**config.mk**
```make
export PLATFORM = sky130hd
export DESIGN_NAME = spart_rx
export DESIGN_NICKNAME = d
export VERILOG_FILES = /design/src/rtl/spart_rx.sv
export SDC_FILE = /design/constraint.sdc
export NUM_CORES = 1
export LEC_CHECK = 0
export ABC_AREA = 0
export CAP_MARGIN = 30
export CORE_UTILIZATION = 41
export DETAILED_ROUTE_END_ITERATION = 10
export PLACE_DENSITY = 0.63
export SLEW_MARGIN = 20
export SYNTH_ARGS = -nofsm -noshare
export SYNTH_HDL_FRONTEND = slang
export SYNTH_SLANG_ARGS = --single-unit
export TNS_END_PERCENT = 50
```
**constraint.sdc**
```tcl
create_clock -name clk -period 4.5 [get_ports clk]
set_input_delay 0.9 -clock clk [delete_from_list [all_inputs] [get_ports clk]]
set_output_delay 0.9 -clock clk [all_outputs]
set_load 0.005 [all_outputs]
```
**src/rtl/spart_rx.sv**
```systemverilog
// SPART receiver: 16x oversampled 8N1 framer with a receive-data-available
// flag for the bus interface, plus framing-error and overrun status.
module spart_rx #(
  parameter int DIV_W       = 16,
  parameter int SYNC_STAGES = 2
) (
  input  logic             clk,
  input  logic             rst,
  input  logic [DIV_W-1:0] divisor,
  input  logic             rxd,
  input  logic             rd_data,
  output logic [7:0]       rx_data,
  output logic             rda,
  output logic             framing_err,
  output logic             overrun
);

  typedef enum logic [1:0] {IDLE, START, DATA, STOP} state_t;

  state_t                 state_q, state_d;
  logic                   armed_q, armed_d;
  logic [3:0]             sub_q, sub_d;
  logic [2:0]             bit_q, bit_d;
  logic [7:0]             shift_q, shift_d;
  logic [DIV_W-1:0]       cnt_q;
  logic [SYNC_STAGES-1:0] sync_q;
  logic [7:0]             rx_data_q;
  logic                   rda_q, fe_q, ovr_q;
  logic                   tick, rxd_s, complete;

  // Sample-rate down-counter; a new divisor is only picked up on reload.
  always_ff @(posedge clk) begin
    if (rst || tick) cnt_q <= divisor;
    else             cnt_q <= cnt_q - 1'b1;
  end

  assign tick = (cnt_q == '0);

  // Metastability chain on the asynchronous line; resets to idle-high.
  always_ff @(posedge clk) begin
    if (rst) sync_q <= '1;
    else     sync_q <= {sync_q[SYNC_STAGES-2:0], rxd};
  end

  assign rxd_s = sync_q[SYNC_STAGES-1];

  // Framer state registers.
  always_ff @(posedge clk) begin
    if (rst) begin
      state_q <= IDLE;
      armed_q <= 1'b0;
      sub_q   <= '0;
      bit_q   <= '0;
      shift_q <= '0;
    end else begin
      state_q <= state_d;
      armed_q <= armed_d;
      sub_q   <= sub_d;
      bit_q   <= bit_d;
      shift_q <= shift_d;
    end
  end

  // Framer next-state: everything advances on sample ticks only. Arming
  // needs a high sample, so a line stuck low after a break cannot retrigger.
  always_comb begin
    state_d  = state_q;
    armed_d  = armed_q;
    sub_d    = sub_q;
    bit_d    = bit_q;
    shift_d  = shift_q;
    complete = 1'b0;
    if (tick) begin
      case (state_q)
        IDLE: begin
          if (rxd_s) begin
            armed_d = 1'b1;
          end else if (armed_q) begin
            state_d = START;
            sub_d   = 4'd0;
          end
        end
        START: begin
          if (sub_q == 4'd7) begin
            // Mid start bit: still low means a real start, else a glitch.
            if (!rxd_s) begin
              state_d = DATA;
              sub_d   = 4'd0;
              bit_d   = 3'd0;
            end else begin
              state_d = IDLE;
            end
          end else begin
            sub_d = sub_q + 4'd1;
          end
        end
        DATA: begin
          sub_d = sub_q + 4'd1;
          if (sub_q == 4'd15) begin
            shift_d = {rxd_s, shift_q[7:1]};
            bit_d   = bit_q + 3'd1;
            if (bit_q == 3'd7) begin
              state_d = STOP;
              sub_d   = 4'd0;
            end
          end
        end
        STOP: begin
          sub_d = sub_q + 4'd1;
          if (sub_q == 4'd15) begin
            complete = 1'b1;
            state_d  = IDLE;
            armed_d  = 1'b0;
          end
        end
        default: state_d = IDLE;
      endcase
    end
  end

  // Status/data registers; a completion beats a coincident read, and
  // overrun only flags a byte that was overwritten without being read.
  always_ff @(posedge clk) begin
    if (rst) begin
      rx_data_q <= 8'h00;
      rda_q     <= 1'b0;
      fe_q      <= 1'b0;
      ovr_q     <= 1'b0;
    end else if (complete) begin
      rx_data_q <= shift_q;
      rda_q     <= 1'b1;
      fe_q      <= ~rxd_s;
      ovr_q     <= rda_q & ~rd_data;
    end else if (rd_data) begin
      rda_q <= 1'b0;
      ovr_q <= 1'b0;
    end
  end

  assign rx_data     = rx_data_q;
  assign rda         = rda_q;
  assign framing_err = fe_q;
  assign overrun     = ovr_q;

endmodule
```
==> key figures <==
Job
  – Max Cap Violations: 0

Layout
  – Most common cell after layout, fill and taps aside: dfxtp_1
  – Most frequent cells in the layout: dfxtp_1 (47), clkdlybuf4s50_1 (30), a21oi_1 (28)
  – Final Non-Filler Cells: 350
  – Net count, final: 303
  – Fillers: 495
  – Antenna Cells: 0
  – Share of cells above drive strength 1: 0.07500
  – P&R area growth vs syn: 19.55%

Power
  – Reg power frac: 0.576
  – Net Sw Frac: 0.2626
  – Net switching power: between 0.2 and 0.25 mW
  – Comb pwr share: 0.089
  – P_int: between 0.5 and 0.6 mW
  – Pleak: 0.9346 nW
  – Power density cells: 296.0 mW/mm²
  – Maximum VDD drop: approximately 0.00014 V
  – Clk network pwr share: 0.335
  – Pwr Total: 0.7927 mW

Global routing
  – Number of global-route vias before repair: 1821
  – GR met2 Demand/Resource: 0.2700
  – Global Route met3 Usage: 0.03855
  – First-pass GRT wire length: 8.445 mm
  – Pin count of the biggest net entering global routing: 19
  – Initial antenna violation count: 0
  – Met1 GRT Util: 0.2461
  – Remaining Overflow, GRT: 0
  – Total GRT Usage: 0.1799
  – Grt peak-use layer: met2

Synth
  – Share of the synthesized area in the top cell type: 0.4201
  – Post-synth EDFFs: 0
  – Sequential fraction of the synthesis area: 0.4201
  – Distinct cells, synth: 47
  – Ys Warns: 0
  – Async SR Flop Fraction: 0
  – Total nets after synthesis: between 200 and 300
  – Cell accounting for the most synthesized area: dfxtp_1
  – Mapped Area: 0.002240 mm²
  – Synth Area per Inst: 8.749 µm²
  – Synth Register Bits: 47
  – Prevailing post-synth register cell: dfxtp_1
  – Post-Synthesis Cells: 256
  – Top post-synthesis cells by area: dfxtp_1 (42%), a21oi_1 (6.3%), mux2i_1 (4.0%)

Worst setup path
  – Worst setup startpoint: cnt_q[0]$_DFF_P_
  – Worst reg2reg path endpoint: shift_q[3]$_SDFFE_PP0P_
  – Worst Setup End Kind: register
  – Reg2Reg Depth: 6
  – Crit path max fanout: 11
  – CP arrival: 2.75 ns
  – RR Startpoint: cnt_q[0]$_DFF_P_
  – Crit path kind: register to register
  – Startpoint Class: register
  – Critical Path Sink: shift_q[3]$_SDFFE_PP0P_
  – Critical Path RT: ~4.7 ns
  – R2R Setup Slk: 1.94 ns

STA
  – Period utilization: 0.5687
  – Final Hold Vio Count: 0
  – Worst Tran Pin Value: 0.6312 ns
  – Setup TNS: 0 ns
  – Tmin final: 2.559 ns
  – RSZ-0062 raised after global routing: false
  – Worst Skew: between 0.004 and 0.005 ns
  – Hold Slack: between 0.4 and 0.5 ns
  – Worst rel slew slack: 0.5753
  – Max-slew violations: 0
  – Max Clock Freq: just under 400 MHz
  – Final setup violation count: 0

Clock tree
  – Skew-Pair Late Insertion Delay: 0.31 ns
  – CTS tree: done
  – CTS max path bufs: 2
  – Setup bufs post-CTS: 0
  – CTS Root Cell: clkbuf_8
  – Post-CTS sizing: 0
  – Hold buffers post-CTS: 0
  – Clock transition at the registers of the reported paths: 0.09 ns
  – H-tree depth: 2
  – CTS Buf Count: 5
  – # clock sinks: 47

Floorplan
  – Initial cell density of the core: 0.4330
  – Cell row count: 26
  – Die area: 0.005762 mm²
  – Core area: roughly 0.0052 mm²
  – Die height: 75.91 µm
  – Die X: 75.91 µm
  – Number of I/O pins: 31

Routing
  – Vias: 1938
  – Routed Wire Length: just under 5 mm
  – Vias per inst: 5.537
  – Post-route ant nets: 0
  – First drt pass iteration count: 4
  – WL/cell: between 10 and 15 µm
  – Drt drc: 0
  – Detailed Route Iter0 Violations: 112

Place
  – Placed insts: 342
  – Hpwl dp: 3.418 mm
  – GP Congestion: 0.8474
  – PortBufs: 30

Run status
  – Status: completed

Hold path
  – Hold Path Class: register to register
critical path, cell delays in order (launching register included):
cell	delay, ns
dfxtp_1	0.34
inv_1	0.08
ha_1	0.19
nor3b_2	0.51
nand4_1	0.52
or3_1	0.63
mux2i_1	0.17
metal layers:
metal  up-vias  share of wire
li1        993              -
met1       905           0.53
met2        35           0.43
met3         5          0.032
met4         0          0.013
met5         -              0
cell type report:
type | instances | area, µm² | share of cell area
well taps | 70 | 87.58 | 0.03271
repair buffers | 34 | 330.3 | 0.1234
flip-flops and latches | 47 | 940.9 | 0.3514
clock buffers | 6 | 72.57 | 0.02710
multi-input cells | 187 | 1215 | 0.4537
inverters | 4 | 15.01 | 0.005607
clock inverters | 2 | 16.27 | 0.006075
how the worst min path moves through the flow:
stage                         startpoint              endpoint  cells after the start
finish              sync_q[0]$_SDFF_PP1_  sync_q[1]$_SDFF_PP1_                      1
global route        sync_q[0]$_SDFF_PP1_  sync_q[1]$_SDFF_PP1_                      1
CTS                 sync_q[0]$_SDFF_PP1_  sync_q[1]$_SDFF_PP1_                      1
detailed placement  sync_q[0]$_SDFF_PP1_  sync_q[1]$_SDFF_PP1_                      1
global placement    sync_q[0]$_SDFF_PP1_  sync_q[1]$_SDFF_PP1_                      1
floorplan           sync_q[0]$_SDFF_PP1_  sync_q[1]$_SDFF_PP1_                      1
logic make-up (layout without fill, tap and decap cells):
group	after synthesis	after routing	synth area share
and+or+nand+nor	95	95	0.2503
AOI/OAI and AO/OA	66	66	0.1743
DFF	47	47	0.4201
buffers and inverters	22	46	0.04078
xor gates and xnor gates	12	12	0.04693
muxes	10	10	0.04525
adders and majority gates	4	4	0.02235
power groups by stage:
stage	combinational (mW)	clock (mW)	sequential, mW
after floorplan	0.0444	0	0.461
after global placement	0.0695	0	0.466
after detailed placement	0.0707	0	0.466
after CTS	0.0713	0.272	0.456
after global routing	0.0797	0.288	0.459
final	0.0704	0.266	0.457
cell usage after synthesis, drive strengths merged (2+ instances only):
library cell  instances
and2                  2
buf                   7
nand3                14
and4                  2
or4                   3
nor4                  6
a211oi                4
nor3                  8
nor3b                 3
or2                   2
xor2                  3
a21oi                28
nand4                 9
nand4b                2
nor2                 20
nand2                13
inv                   4
nand2b                2
dfxtp                47
or3                   2
o211a                 2
a31oi                 4
xnor2                 9
and3b                 2
o21ai                18
clkbuf               11
ha                    4
mux2i                 9
flip-flops by register name, summed over array words and instances, names as in the netlist, named ones only:
register / cells
sync_q: 2
rda: 1
armed_q: 1
sub_q: 4
bit_q: 3
state_q: 1
shift_q: 8
framing_err: 1
overrun: 1
cnt_q: 16
rx_data: 8
per-stage QoR:
stage / area, µm² / setup slack, ns / utilization
after CTS: 2678 / 1.942 / 0.5177
final: 2678 / 1.941 / 0.5177
after global placement: 2589 / 2.020 / 0.5005
after floorplan: 2240 / 2.616 / -
after global routing: 2678 / 1.700 / 0.5177
after detailed placement: 2589 / 1.984 / 0.5005
Note: power is estimated with default switching activity, not from simulation.
